<file path="config.mk">
export PLATFORM = sky130hd
export DESIGN_NAME = xbar_route_scheduler
export DESIGN_NICKNAME = d
export VERILOG_FILES = /design/src/rtl/xbar_sched_pkg.sv /design/src/rtl/xbar_route_decode.sv /design/src/rtl/xbar_route_scheduler.sv
export SDC_FILE = /design/constraint.sdc
export NUM_CORES = 1
export LEC_CHECK = 0
export ABC_AREA = 1
export BUFFER_PORTS_ARGS = -buffer_cell sky130_fd_sc_hd__buf_2
export CAP_MARGIN = 20
export CORE_MARGIN = 1
export CORE_UTILIZATION = 35
export CTS_CLUSTER_DIAMETER = 200
export DETAILED_ROUTE_END_ITERATION = 7
export PLACE_DENSITY = 0.52
export SYNTH_ARGS = -nofsm -noshare
export SYNTH_HDL_FRONTEND = slang
export SYNTH_SLANG_ARGS = --single-unit
</file>
<file path="constraint.sdc">
create_clock -name clk -period 2.25 [get_ports clk]
set_clock_uncertainty 0.05 [all_clocks]
set_input_delay 0.1125 -clock clk [delete_from_list [all_inputs] [get_ports clk]]
set_output_delay 0.1125 -clock clk [all_outputs]
set_load 0.005 [all_outputs]
</file>
<file path="src/rtl/xbar_sched_pkg.sv">
// Shared types and helpers for the crossbar route scheduler.
package xbar_sched_pkg;

    typedef enum logic {
        IDLE   = 1'b0,
        ACTIVE = 1'b1
    } sched_state_e;

    // Flat position of switch (row, col) inside the ctrl grid.
    function automatic int unsigned grid_idx(input int unsigned row,
                                             input int unsigned col,
                                             input int unsigned n_out);
        return row * n_out + col;
    endfunction

endpackage

</file>
<file path="src/rtl/xbar_route_decode.sv">
// Turns per-column row selects into the one-hot-per-column switch grid.
module xbar_route_decode
    import xbar_sched_pkg::*;
#(
    parameter int N_IN  = 4,
    parameter int N_OUT = 4,
    parameter int IW    = 2
) (
    input  logic [N_OUT*IW-1:0]   sel_i,
    input  logic [N_OUT-1:0]      en_i,
    output logic [N_IN*N_OUT-1:0] grid_o,
    output logic                  bad_sel_o
);

    logic [N_OUT-1:0] bad_col;

    for (genvar j = 0; j < N_OUT; j++) begin : g_col
        // An enabled column whose select names a row that does not exist.
        assign bad_col[j] = en_i[j] && (32'(sel_i[j*IW +: IW]) >= 32'(N_IN));
        for (genvar i = 0; i < N_IN; i++) begin : g_row
            assign grid_o[grid_idx(i, j, N_OUT)] =
                en_i[j] && (sel_i[j*IW +: IW] == IW'(i));
        end
    end

    assign bad_sel_o = |bad_col;

endmodule

</file>
<file path="src/rtl/xbar_route_scheduler.sv">
// Holds decoded crossbar configs for a programmed number of beats, with a
// one-deep shadow so the next tile can be queued while the current one runs.
module xbar_route_scheduler
    import xbar_sched_pkg::*;
#(
    parameter int N_IN  = 4,
    parameter int N_OUT = 4,
    parameter int IW    = 2,
    parameter int LW    = 4
) (
    input  logic                  clk,
    input  logic                  reset,
    input  logic                  cfg_valid,
    output logic                  cfg_ready,
    input  logic [N_OUT*IW-1:0]   cfg_sel,
    input  logic [N_OUT-1:0]      cfg_en,
    input  logic [LW-1:0]         cfg_len,
    input  logic                  beat_valid,
    output logic [N_IN*N_OUT-1:0] ctrl_out,
    output logic                  ctrl_valid,
    output logic                  tile_done,
    output logic                  err_sel
);

    localparam int GW = N_IN * N_OUT;

    sched_state_e  state_q, state_d;
    logic [GW-1:0] grid_q, grid_d;
    logic [LW-1:0] cnt_q, cnt_d;
    logic          sh_full_q, sh_full_d;
    logic [GW-1:0] sh_grid_q, sh_grid_d;
    logic [LW-1:0] sh_len_q, sh_len_d;
    logic          done_q, done_d;
    logic          err_q, err_d;

    logic [GW-1:0] dec_grid;
    logic          dec_bad;
    logic          accept;
    logic          last_beat;

    xbar_route_decode #(
        .N_IN  (N_IN),
        .N_OUT (N_OUT),
        .IW    (IW)
    ) u_decode (
        .sel_i     (cfg_sel),
        .en_i      (cfg_en),
        .grid_o    (dec_grid),
        .bad_sel_o (dec_bad)
    );

    assign cfg_ready  = !sh_full_q;
    assign accept     = cfg_valid && cfg_ready;
    assign last_beat  = (state_q == ACTIVE) && beat_valid && (cnt_q == '0);

    assign ctrl_out   = grid_q;
    assign ctrl_valid = (state_q == ACTIVE);
    assign tile_done  = done_q;
    assign err_sel    = err_q;

    // Next-state: tile sequencing, shadow fill/drain and beat counting.
    always_comb begin
        state_d   = state_q;
        grid_d    = grid_q;
        cnt_d     = cnt_q;
        sh_full_d = sh_full_q;
        sh_grid_d = sh_grid_q;
        sh_len_d  = sh_len_q;
        done_d    = 1'b0;
        err_d     = err_q || (accept && dec_bad);

        case (state_q)
            IDLE: begin
                if (accept) begin
                    grid_d  = dec_grid;
                    cnt_d   = cfg_len;
                    state_d = ACTIVE;
                end
            end
            ACTIVE: begin
                if (beat_valid && (cnt_q != '0)) begin
                    cnt_d = cnt_q - LW'(1);
                end
                if (last_beat) begin
                    done_d = 1'b1;
                    // Shadow cannot be full and accept at once, so a same-cycle
                    // accept goes straight to active without touching the shadow.
                    if (sh_full_q) begin
                        grid_d    = sh_grid_q;
                        cnt_d     = sh_len_q;
                        sh_full_d = 1'b0;
                    end else if (accept) begin
                        grid_d = dec_grid;
                        cnt_d  = cfg_len;
                    end else begin
                        grid_d  = '0;
                        cnt_d   = '0;
                        state_d = IDLE;
                    end
                end else if (accept) begin
                    sh_full_d = 1'b1;
                    sh_grid_d = dec_grid;
                    sh_len_d  = cfg_len;
                end
            end
            default: begin
                state_d = IDLE;
            end
        endcase
    end

    // State registers with synchronous reset that drops both configs.
    always_ff @(posedge clk) begin
        if (reset) begin
            state_q   <= IDLE;
            grid_q    <= '0;
            cnt_q     <= '0;
            sh_full_q <= 1'b0;
            sh_grid_q <= '0;
            sh_len_q  <= '0;
            done_q    <= 1'b0;
            err_q     <= 1'b0;
        end else begin
            state_q   <= state_d;
            grid_q    <= grid_d;
            cnt_q     <= cnt_d;
            sh_full_q <= sh_full_d;
            sh_grid_q <= sh_grid_d;
            sh_len_q  <= sh_len_d;
            done_q    <= done_d;
            err_q     <= err_d;
        end
    end

endmodule

</file>
After elaboration in Yosys (flattened, before gate mapping). Index checks and enable logic that the tools add are counted.

Add/subtract/negate cells: 1. Eq/ne operators: 15. Muxes and demuxes: 18. Bitwise logic cells: 2. Reduce and logical (&&, ||, !) cells: 33.

Operators by type and width (count): $mux W16 (4); $pmux W16 S2 (1); $logic_and A1 B1 Y1 (20); $mux W4 (5); $eq A2 B2 Y1 const B (8); $eq A2 B1 Y1 const B (4); $logic_not A2 Y1 (4); $pmux W4 S2 (1); $mux W1 (6); $reduce_and A2 Y1 (3); $logic_not A4 Y1 (1); $reduce_bool A4 Y1 (1); $sub A4 B1 Y4 const B (1); $ne A3 B1 Y1 const B (1); $reduce_and A3 Y1 (1); $ne A2 B1 Y1 const B (1); $ne A2 B2 Y1 const B (1); $not A1 Y1 (2); $pmux W1 S2 (1); $reduce_bool A2 Y1 (1); $reduce_or A2 Y1 (1); $logic_not A1 Y1 (1).

Flip-flop bits (word level): 43. Bits of input ports: 20. Output and inout bits: 20.

Logic depth before layout (Yosys ltp). Gate-level depths: netlist of run 1.

Depth after elaboration: 6. Depth in mapped cells: 11.

Modules after synthesis. Synthesis of run 1 repeated with hierarchy kept, for this count alone.

Cells, all modules: 278. Area, all modules: 2048.2 µm².

By module, submodules not included: xbar_route_scheduler (times used 1, cells each 244, area an instance 1916.8 µm²); xbar_route_decode (times used 1, cells each 34, area an instance 131.4 µm²).

Least setup slack after synthesis of run 1. No wires, ideal clock.

Kind: reg2reg. Start: register cnt_q[0]. End: register sh_len_q[1]. Data arrival time: 1.332 ns. Path slack: 0.738 ns. Cell stages (with the launch flop): 12. Buffers on the path: 2. Clock period less this slack: 1.512 ns. Cells stage by stage: dfxtp_1 > inv_1 > ha_1 > inv_1 > nor2_1 > nand2_4 > nand2_4 > nor2_8 > buf_8 > buf_12 > nand2_2 > a21oi_2.

Longest elaborated chain between the ends: 4.

RTL lines: start, declared (line xbar_route_scheduler.sv:29) `logic [LW-1:0] cnt_q, cnt_d;`; start signal, assigned (line xbar_route_scheduler.sv:126) `cnt_q <= cnt_d;`; $logic_not A4 Y1 (line xbar_route_scheduler.sv:54) `assign last_beat = (state_q == ACTIVE) && beat_valid && (cnt_q == '0);`; $logic_and A1 B1 Y1 (line xbar_route_scheduler.sv:54); $not A1 Y1 (no line); $reduce_and A3 Y1 (no line); end signal, assigned (line xbar_route_scheduler.sv:129) `sh_len_q <= sh_len_d;`; end, declared (line xbar_route_scheduler.sv:32) `logic [LW-1:0] sh_len_q, sh_len_d;`.

No other way between the ends. A chain may end at the register's enable or synchronous reset.

Final worst setup path of run 1.
Start: register cnt_q[0]. End: register sh_grid_q[10].

Longest elaborated chain between the ends: 4.

RTL lines: $logic_not A4 Y1 (line xbar_route_scheduler.sv:54); $logic_and A1 B1 Y1 (line xbar_route_scheduler.sv:54); $not A1 Y1 (no line); $reduce_and A3 Y1 (no line); end signal, assigned (line xbar_route_scheduler.sv:128) `sh_grid_q <= sh_grid_d;`; end, declared (line xbar_route_scheduler.sv:31) `logic [GW-1:0] sh_grid_q, sh_grid_d;`.

No other way between the ends.

==> metrics.log, run 1 <==
[metrics] routed length per placed instance: 12.70 um
[metrics] mean instance size in the synthesized netlist: 7.475 um^2
[metrics] static leakage power: 0.001074 uW
[metrics] xor and xnor fraction of the mapped netlist area: 0.004245
[metrics] aggregate negative setup slack: 0 ps
[metrics] vias in the first global route: 1704
[metrics] clock root cell: sky130_fd_sc_hd__clkbuf_8
[metrics] clock slew at the register clock pins of the worst setup and hold paths: 80 ps
[metrics] final critical path time including I/O delays and setup: 1853 ps
[metrics] # port buffers: 38
[metrics] leading cell type in the layout, fill and taps excluded: sky130_fd_sc_hd__nand2_1
[metrics] kind of start point of the critical path: register
[metrics] gate family responsible for the most delay along the worst path: simple AND/OR/NAND/NOR gates
[metrics] overall routed net length: 4.837 mm
[metrics] global-route usage over all layers: 0.1666
[metrics] dominant combinational cell family by area after synthesis: simple AND/OR/NAND/NOR gates
[metrics] setup-violating endpoint count in the final report: 0
[metrics] fraction of post-synthesis cell area in the top cell type by area: 0.4172
[metrics] Compound-Gate Fraction of Synth Area: 0.2141
[metrics] number of core rows: 27
[metrics] number of levels in the clock H-tree: 2
[metrics] Synth Area in Adders: 0.01213
[metrics] maximum number of pins on one net before global-route repair: 31
[metrics] most frequent cell on the critical path: sky130_fd_sc_hd__nor2_1
[metrics] critical path, cell by cell: inv_1 > ha_1 > inv_1 > nor2_1 > nand2_4 > nand2_4 > nor2_8 > inv_2 > nor2_1 > nor2_1
[metrics] detailed-route DRC error count: 0
[metrics] overall die width: 78.78 um
[metrics] Synth cell types: 29
[metrics] antenna fix cells: 0
[metrics] critical setup path kind: register to register
[metrics] largest buffer count on any clock path: 2
[metrics] Synth Warn #: 0
[metrics] Placed Instances: 374
[metrics] RSZ-0062 raised after global routing: no
[metrics] clock insertion delay at the later pin of the skew report: 300 ps
[metrics] Gate Count Post-Synth: 276
[metrics] Fin Hold WS: 35.96 ps
[metrics] cell area power density: 727.8 mW/mm^2
[metrics] height of the die: 78.78 um
[metrics] maximum net fanout on the critical path: 30
[metrics] number of setup buffers added after CTS: 0
[metrics] clock buffer count from CTS: 5
[metrics] MaxCap Viol Count: 0
[metrics] hold bufs inserted after CTS: 0
[metrics] critical path's slowest cell: sky130_fd_sc_hd__dfxtp_1
[metrics] number of vias after detailed routing: 1856
[metrics] number of buffer and inverter stages on the critical path: 3
[metrics] TritonCTS clock tree: yes
[metrics] total die area: 0.006206 mm^2
[metrics] share of synthesized area occupied by flip-flops and latches: 0.4172
[metrics] Final Wtd Congestion: 0.8032
[metrics] final hold violation count: 0
[metrics] Worst EP required: 2390 ps
[metrics] Via-to-Cell Ratio: 4.871
[metrics] worst voltage drop across the vdd grid: 0.3542 mV
[metrics] net count after synthesis: 298
[metrics] Yosys top cell by area: sky130_fd_sc_hd__dfxtp_1
[metrics] Post-Synth Simple-Gate Area: 0.2474
[metrics] Cell Area, Synth: 0.002063 mm^2
[metrics] crit path DAT: 1990 ps
[metrics] share of final-layout standard cells stronger than drive strength 1: 0.2006
[metrics] final-stage net count: 331
[metrics] number of storage elements in the synthesis netlist: 43
[metrics] mux cell area share after synthesis: 0
[metrics] max frequency: 539.6 MHz
[metrics] number of DRC violations after detailed-routing iteration 0: 92
[metrics] post-route clock period utilization: 0.8237
[metrics] type of the most critical hold path: input pin to register
[metrics] Resized cells post-CTS: 0
[metrics] number of non-filler instances in the completed layout: 381
[metrics] Num Clock Sinks: 43
[metrics] half-perimeter wire length after detailed placement: 3.377 mm
[metrics] number of antenna violations at the first check in global routing: 0
[metrics] detailed-router iteration count before antenna repair: 4
[metrics] total global routing overflow: 0
[metrics] effective utilization at floorplan: 0.3679
[metrics] synth-to-layout area growth: 12.61%
[metrics] final cell utilization of the core: 0.4143
[metrics] wire length of the first global-routing pass: 8.066 mm
[metrics] number of top-level pins: 40
[metrics] highest-count cells in the layout ignoring fill and taps: sky130_fd_sc_hd__nand2_1 (47), sky130_fd_sc_hd__dfxtp_1 (43), sky130_fd_sc_hd__o21ai_0 (39), sky130_fd_sc_hd__buf_2 (38), sky130_fd_sc_hd__a21oi_1 (30)
[metrics] slowest stage delay, CP: 350 ps
[metrics] outcome: finished clean
[metrics] antenna-violating nets left: 0
[metrics] sort of element at the end of the critical path: register
[metrics] most area-consuming cells after synthesis: sky130_fd_sc_hd__dfxtp_1 (42%), sky130_fd_sc_hd__o21ai_0 (9.5%), sky130_fd_sc_hd__nand2_1 (8.6%), sky130_fd_sc_hd__a21oi_1 (7.3%), sky130_fd_sc_hd__nor2_1 (5.1%)
[metrics] Slew Viols, Final: 0
[metrics] total core area: 0.005608 mm^2
state kept, by name, summed over array words and instances (netlist names):
name	cells
ctrl_out	16
sh_grid_q	16
cnt_q	4
sh_len_q	4
ctrl_valid	1
sh_full_q	1
tile_done	1
power breakdown:
group	total [uW]	internal, uW	switching [uW]
Combinational	319	119	200
Clock	504	241	262
Sequential	869	826	42.4
Total	1690	1190	505
logic make-up after synthesis:
kind of cell | after synthesis
AND/OR/NAND/NOR | 108
flip-flops | 43
other | 1
AO/OA/AOI/OAI | 82
XOR/XNOR | 1
buffers and inverters | 39
adder cells (fa/ha/maj) | 2
area by class of cell:
cell class                      instances  area [um^2]
Tap cell                               72        90.09
Fill cell                             612         3284
Sequential cell                        43        860.8
Timing Repair Buffer                   39        197.7
Multi-Input combinational cell        194        989.7
Clock buffer                            6        82.58
Inverter                               26        97.59
Clock inverter                          1        5.005
metal layers:
layer	vias to the layer above	global-route usage	share of wire
met2	34	0.2661	0.45
li1	971	-	-
met5	-	0	0
met1	843	0.2209	0.50
met3	8	0.03678	0.036
met4	0	0.05556	0.012
worst register-to-register path, cell delays in order (launching register included):
cell and delay (ps):
sky130_fd_sc_hd__dfxtp_1 350, sky130_fd_sc_hd__inv_1 80, sky130_fd_sc_hd__ha_1 210, sky130_fd_sc_hd__inv_1 50, sky130_fd_sc_hd__nor2_1 50, sky130_fd_sc_hd__nand2_4 130, sky130_fd_sc_hd__nand2_4 90, sky130_fd_sc_hd__nor2_8 340
sky130_fd_sc_hd__inv_2 200, sky130_fd_sc_hd__nor2_1 130, sky130_fd_sc_hd__nor2_1 50
metrics by stage:
step                      cell area (um^2)  total power, uW  worst slack [ps]
final                                 2323             1691             396.6
after global routing                  2323             1797             168.7
after CTS                             2323             1707             406.2
after detailed placement              2236             1208             419.7
after global placement                2236             1207             463.8
after floorplan                       2063             1122             737.8
worst paths after layout:
kind	cells past startpoint	from	slack, ps	to
min	3	cfg_len[2]	40	sh_len_q[2]
max reg2reg	10	cnt_q[0]	400	sh_grid_q[10]
max	10	cnt_q[0]	400	sh_grid_q[10]
min reg2reg	2	sh_len_q[3]	420	sh_len_q[3]
Yosys cell counts:
| library cell | instances |
|---|---|
| sky130_fd_sc_hd__nand2_1 | 47 |
| sky130_fd_sc_hd__dfxtp_1 | 43 |
| sky130_fd_sc_hd__o21ai_0 | 39 |
| sky130_fd_sc_hd__a21oi_1 | 30 |
| sky130_fd_sc_hd__nor2_1 | 28 |
| sky130_fd_sc_hd__inv_1 | 23 |
| sky130_fd_sc_hd__nand3_1 | 17 |
| sky130_fd_sc_hd__a22oi_1 | 8 |
| sky130_fd_sc_hd__nand2_4 | 6 |
| sky130_fd_sc_hd__buf_6 | 4 |
| sky130_fd_sc_hd__nor3_1 | 4 |
| sky130_fd_sc_hd__clkbuf_1 | 3 |
| sky130_fd_sc_hd__inv_2 | 3 |
| sky130_fd_sc_hd__buf_4 | 2 |
| sky130_fd_sc_hd__ha_1 | 2 |
| sky130_fd_sc_hd__nand2_2 | 2 |
| sky130_fd_sc_hd__o21bai_1 | 2 |
| sky130_fd_sc_hd__or2_2 | 2 |
| sky130_fd_sc_hd__a21oi_2 | 1 |
| sky130_fd_sc_hd__a31oi_1 | 1 |
| sky130_fd_sc_hd__buf_1 | 1 |
| sky130_fd_sc_hd__buf_12 | 1 |
| sky130_fd_sc_hd__buf_2 | 1 |
| sky130_fd_sc_hd__buf_8 | 1 |
| sky130_fd_sc_hd__conb_1 | 1 |
| sky130_fd_sc_hd__nor2_4 | 1 |
| sky130_fd_sc_hd__nor2_8 | 1 |
| sky130_fd_sc_hd__o22ai_1 | 1 |
| sky130_fd_sc_hd__xnor2_1 | 1 |
Power figures use the tool's default switching activity.
==> run 2: changes to the inputs <==
--- a/config.mk
+++ b/config.mk
@@ -5,14 +5,14 @@
 export SDC_FILE = /design/constraint.sdc
 export NUM_CORES = 1
 export LEC_CHECK = 0
-export ABC_AREA = 1
+export ABC_AREA = 0
 export BUFFER_PORTS_ARGS = -buffer_cell sky130_fd_sc_hd__buf_2
 export CAP_MARGIN = 20
 export CORE_MARGIN = 1
 export CORE_UTILIZATION = 35
 export CTS_CLUSTER_DIAMETER = 200
 export DETAILED_ROUTE_END_ITERATION = 7
-export PLACE_DENSITY = 0.52
+export PLACE_DENSITY = 0.54
 export SYNTH_ARGS = -nofsm -noshare
 export SYNTH_HDL_FRONTEND = slang
 export SYNTH_SLANG_ARGS = --single-unit
==> constraint.sdc (replaced) <==
create_clock -name clk -period 1.5 [get_ports clk]
set_clock_uncertainty 0.05 [all_clocks]
set_input_delay 0.075 -clock clk [delete_from_list [all_inputs] [get_ports clk]]
set_output_delay 0.075 -clock clk [all_outputs]
set_load 0.005 [all_outputs]
==> metrics.log, run 2 <==
[metrics] cell area power density: 971.9 mW/mm^2 (+34%)
[metrics] number of top-level pins: 40 (unchanged)
[metrics] met2 capacity usage during global routing: 0.2957 (+0.02957)
[metrics] sequential cell fraction of total power: 0.435 (-0.079)
[metrics] largest buffer count on any clock path: 2 (unchanged)
[metrics] share of final-layout standard cells stronger than drive strength 1: 0.4762 (+0.2755)
[metrics] overall die width: 78.66 um (-0.15%)
[metrics] Final Wtd Congestion: 0.7513 (-6.5%)
[metrics] EDFF count, synth: 0 (unchanged)
[metrics] number of core rows: 27 (unchanged)
[metrics] clock insertion delay at the later pin of the skew report: 300 ps (about the same)
[metrics] net switching power: 934.3 uW (+85%)
[metrics] vias in the first global route: 1823 (+7.0%)
[metrics] global-route usage over all layers: 0.1757 (+0.009093)
[metrics] number of vias after detailed routing: 2026 (+9.2%)
[metrics] TritonCTS clock tree: yes
[metrics] final-stage net count: 336 (+1.5%)
[metrics] highest-count cells in the layout ignoring fill and taps: sky130_fd_sc_hd__dfxtp_1 (41), sky130_fd_sc_hd__buf_2 (38), sky130_fd_sc_hd__nand2_1 (35), sky130_fd_sc_hd__nor2_1 (19), sky130_fd_sc_hd__buf_4 (19)
[metrics] antenna fix cells: 0 (unchanged)
[metrics] clock buffer count from CTS: 5 (unchanged)
[metrics] static leakage power: 0.001134 uW (+5.5%)
[metrics] total die area: 0.006187 mm^2 (-0.30%)
[metrics] sort of element at the end of the critical path: register
[metrics] height of the die: 78.66 um (-0.15%)
[metrics] maximum net fanout on the critical path: 8 (-73%)
[metrics] detailed-route DRC error count: 0 (unchanged)
[metrics] max frequency: 611.7 MHz (+13%)
[metrics] # port buffers: 38 (unchanged)
[metrics] number of levels in the clock H-tree: 2 (unchanged)
[metrics] Slew Viols, Final: 0 (unchanged)
[metrics] violations in the final reports: setup timing
[metrics] wire length of the first global-routing pass: 8.576 mm (+6.3%)
[metrics] part of the power in combinational logic: 0.306 (+0.118)
[metrics] critical path, cell by cell: inv_2 > ha_4 > and4bb_4 > or3_4 > buf_8 > nand2_2 > a21oi_1
[metrics] total core area: 0.005574 mm^2 (-0.60%)
[metrics] Yosys top cell by area: sky130_fd_sc_hd__dfxtp_1
[metrics] number of storage elements in the synthesis netlist: 43 (unchanged)
[metrics] clock slew at the register clock pins of the worst setup and hold paths: 90 ps (about the same)
[metrics] setup-violating endpoint count in the final report: 39 (+39)
[metrics] most repeated cell in the gate-level netlist after synthesis: sky130_fd_sc_hd__nand2_1
[metrics] worst voltage drop across the vdd grid: 0.5334 mV (+51%)
[metrics] kind of start point of the critical path: register
[metrics] MaxCap Viol Count: 0 (unchanged)
[metrics] overall routed net length: 5.779 mm (+19%)
[metrics] global-route layer with the greatest usage: met2
[metrics] final hold violation count: 0 (unchanged)
[metrics] leading cell type in the layout, fill and taps excluded: sky130_fd_sc_hd__dfxtp_1
[metrics] maximum number of pins on one net before global-route repair: 29 (-6.5%)
[metrics] Synth Warn #: 0 (unchanged)
[metrics] Synth async-reset ratio: 0 (unchanged)
[metrics] crit path DAT: 1760 ps (-230 ps)
[metrics] post-route clock period utilization: 1.090 (+0.2661)
[metrics] commonest cells in the synthesized netlist: sky130_fd_sc_hd__nand2_1 (52), sky130_fd_sc_hd__dfxtp_1 (43), sky130_fd_sc_hd__nor2_1 (26)
[metrics] met1 track demand over resource: 0.2221 (+0.001254)
[metrics] Worst EP required: 1620 ps (-770 ps)
[metrics] critical setup path kind: register to register
[metrics] final design area excluding fillers: 0.003032 mm^2 (+30%)
[metrics] global routing met3 resource utilization: 0.03953 (+0.002753)
[metrics] slowest stage delay, CP: 410 ps (+60 ps)
[metrics] predominant post-synthesis flop cell: sky130_fd_sc_hd__dfxtp_1
[metrics] Via-to-Cell Ratio: 5.235 (+7.5%)
[metrics] clock root cell: sky130_fd_sc_hd__clkbuf_8
[metrics] RSZ-0062 raised after global routing: yes
[metrics] mean instance size in the synthesized netlist: 8.396 um^2 (+12%)
[metrics] fraction of post-synthesis cell area in the top cell type by area: 0.4185 (+0.001269)
[metrics] antenna-violating nets left: 0 (unchanged)
[metrics] type of the most critical hold path: input pin to register
[metrics] internal cell power: 2012 uW (+70%)
[metrics] most area-consuming cells after synthesis: sky130_fd_sc_hd__dfxtp_1 (42%), sky130_fd_sc_hd__nand2_1 (9.5%), sky130_fd_sc_hd__a211oi_2 (7.3%), sky130_fd_sc_hd__nor2_1 (4.7%), sky130_fd_sc_hd__a21oi_1 (4.6%)
[metrics] pre-CTS worst setup slack: -171.1 ps (-590.8 ps)
[metrics] clock power share: 0.259 (-0.039)
[metrics] routed length per placed instance: 14.93 um (+18%)
[metrics] final setup slack of the worst path: -134.7 ps (-531.4 ps)
[metrics] Gate Count Post-Synth: 245 (-11%)
[metrics] detailed-router iteration count before antenna repair: 4 (unchanged)
[metrics] number of DRC violations after detailed-routing iteration 0: 92 (unchanged)
[metrics] outcome: complete, but fails checks
[metrics] net count after synthesis: 267 (-10%)
[metrics] share of synthesized area occupied by flip-flops and latches: 0.4185 (+0.001269)
[metrics] switching power share of the total: 0.3171 (+0.01871)
[metrics] half-perimeter wire length after detailed placement: 3.358 mm (-0.58%)
[metrics] number of antenna violations at the first check in global routing: 0 (unchanged)
[metrics] synth-to-layout area growth: 47.38%
[metrics] Cell Area, Synth: 0.002057 mm^2 (-0.30%)
[metrics] final critical path time including I/O delays and setup: 1635 ps (-218.6 ps)
[metrics] critical path's slowest cell: sky130_fd_sc_hd__or3_4
[metrics] instance area at placement: 0.002511 mm^2 (+12%)
[metrics] effective utilization at floorplan: 0.3690 (+0.001107)
[metrics] Synth cell types: 39 (+34%)
[metrics] Num Clock Sinks: 43 (unchanged)
[metrics] total global routing overflow: 0 (unchanged)
-- run 2: cell count changes after synthesis, sizes merged, moves of 3 or more --
| cell | before | now |
|---|---|---|
| nand3 | 17 | 3 |
| o21ai | 39 | 6 |
| inv | 26 | 5 |
| nor2 | 30 | 27 |
| a21oi | 31 | 19 |
| nand2 | 55 | 52 |
| buf | 10 | 13 |
| a211oi | 0 | 13 |
| nand4 | 0 | 8 |
| a311oi | 0 | 6 |
| nor2b | 0 | 4 |
-- run 2: logic make-up after synthesis --
family	Yosys count	share of synthesized area
simple gates	109	0.2439
compound gates	63	0.2457
flops	43	0.4185
buf+inv	23	0.05961
fa+ha+maj	2	0.01216
xor+xnor	2	0.008517
mux	2	0.009733
other cells	1	0.001823
-- run 2: final timing paths --
path,start,end,slack [ps],cells past startpoint
max reg2reg,cnt_q[0],sh_grid_q[1],-130,7
max,cnt_q[0],sh_grid_q[1],-130,7
min,cfg_len[3],sh_len_q[3],10,3
min reg2reg,sh_grid_q[0],sh_grid_q[0],420,2
-- run 2: critical path: cells and delay by family, from the launching register on --
| kind | cells | cell delay, ps |
|---|---|---|
| compound gates | 1 | 60 |
| fa+ha+maj | 1 | 160 |
| simple gates | 3 | 680 |
| flops | 1 | 340 |
| buf+inv | 2 | 220 |
-- run 2: cell type report --
class / instances / area (um^2)
flip-flops and latches: 43 / 863.3
multi-input cells: 179 / 1287
repair buffers: 80 / 683.2
well taps: 72 / 90.09
inverters: 5 / 18.77
clock buffers: 5 / 68.82
clock inverters: 3 / 20.02
fillers: 530 / 2542
-- run 2: power by group through the flow --
stage          Combinational [uW]  Clock, uW  Sequential [uW]
2_1_floorplan                 391          0             1300
3_3_place_gp                  670          0             1300
3_5_place_dp                  672          0             1300
4_1_cts                       718        781             1270
5_1_grt                       975        828             1290
6_report                      902        762             1280
-- run 2: routing by layer --
layer	vias up	part of all wire
met5	-	0
met4	0	0.020
met3	10	0.027
met2	31	0.49
met1	974	0.47
li1	1011	-
-- run 2: timing repair --
| action | CTS | global route |
|---|---|---|
| buffers inserted | 0 | 6 |
| hold buffers | 2 | 0 |
| pin swaps | 19 | 22 |
| gates cloned | 1 | 4 |
| endpoints found under the setup margin | 41 | 40 |
| endpoints found under the hold margin | 2 | 0 |
| gates resized for setup | 26 | 43 |
-- run 2: metrics by stage --
| step | power, uW | utilization | TNS [ps] | cells | hold WS [ps] |
|---|---|---|---|---|---|
| 2_1_floorplan | 1692 | - | -2060 | 245 | 161.0 |
| 3_3_place_gp | 1966 | 0.4505 | -4287 | 366 | 295.9 |
| 3_5_place_dp | 1968 | 0.4505 | -4732 | 366 | 300.5 |
| 4_1_cts | 2771 | 0.4873 | -2324 | 377 | 5.405 |
| 5_1_grt | 3097 | 0.5439 | -5315 | 387 | 16.35 |
| 6_report | 2947 | 0.5439 | -3303 | 387 | 10.51 |
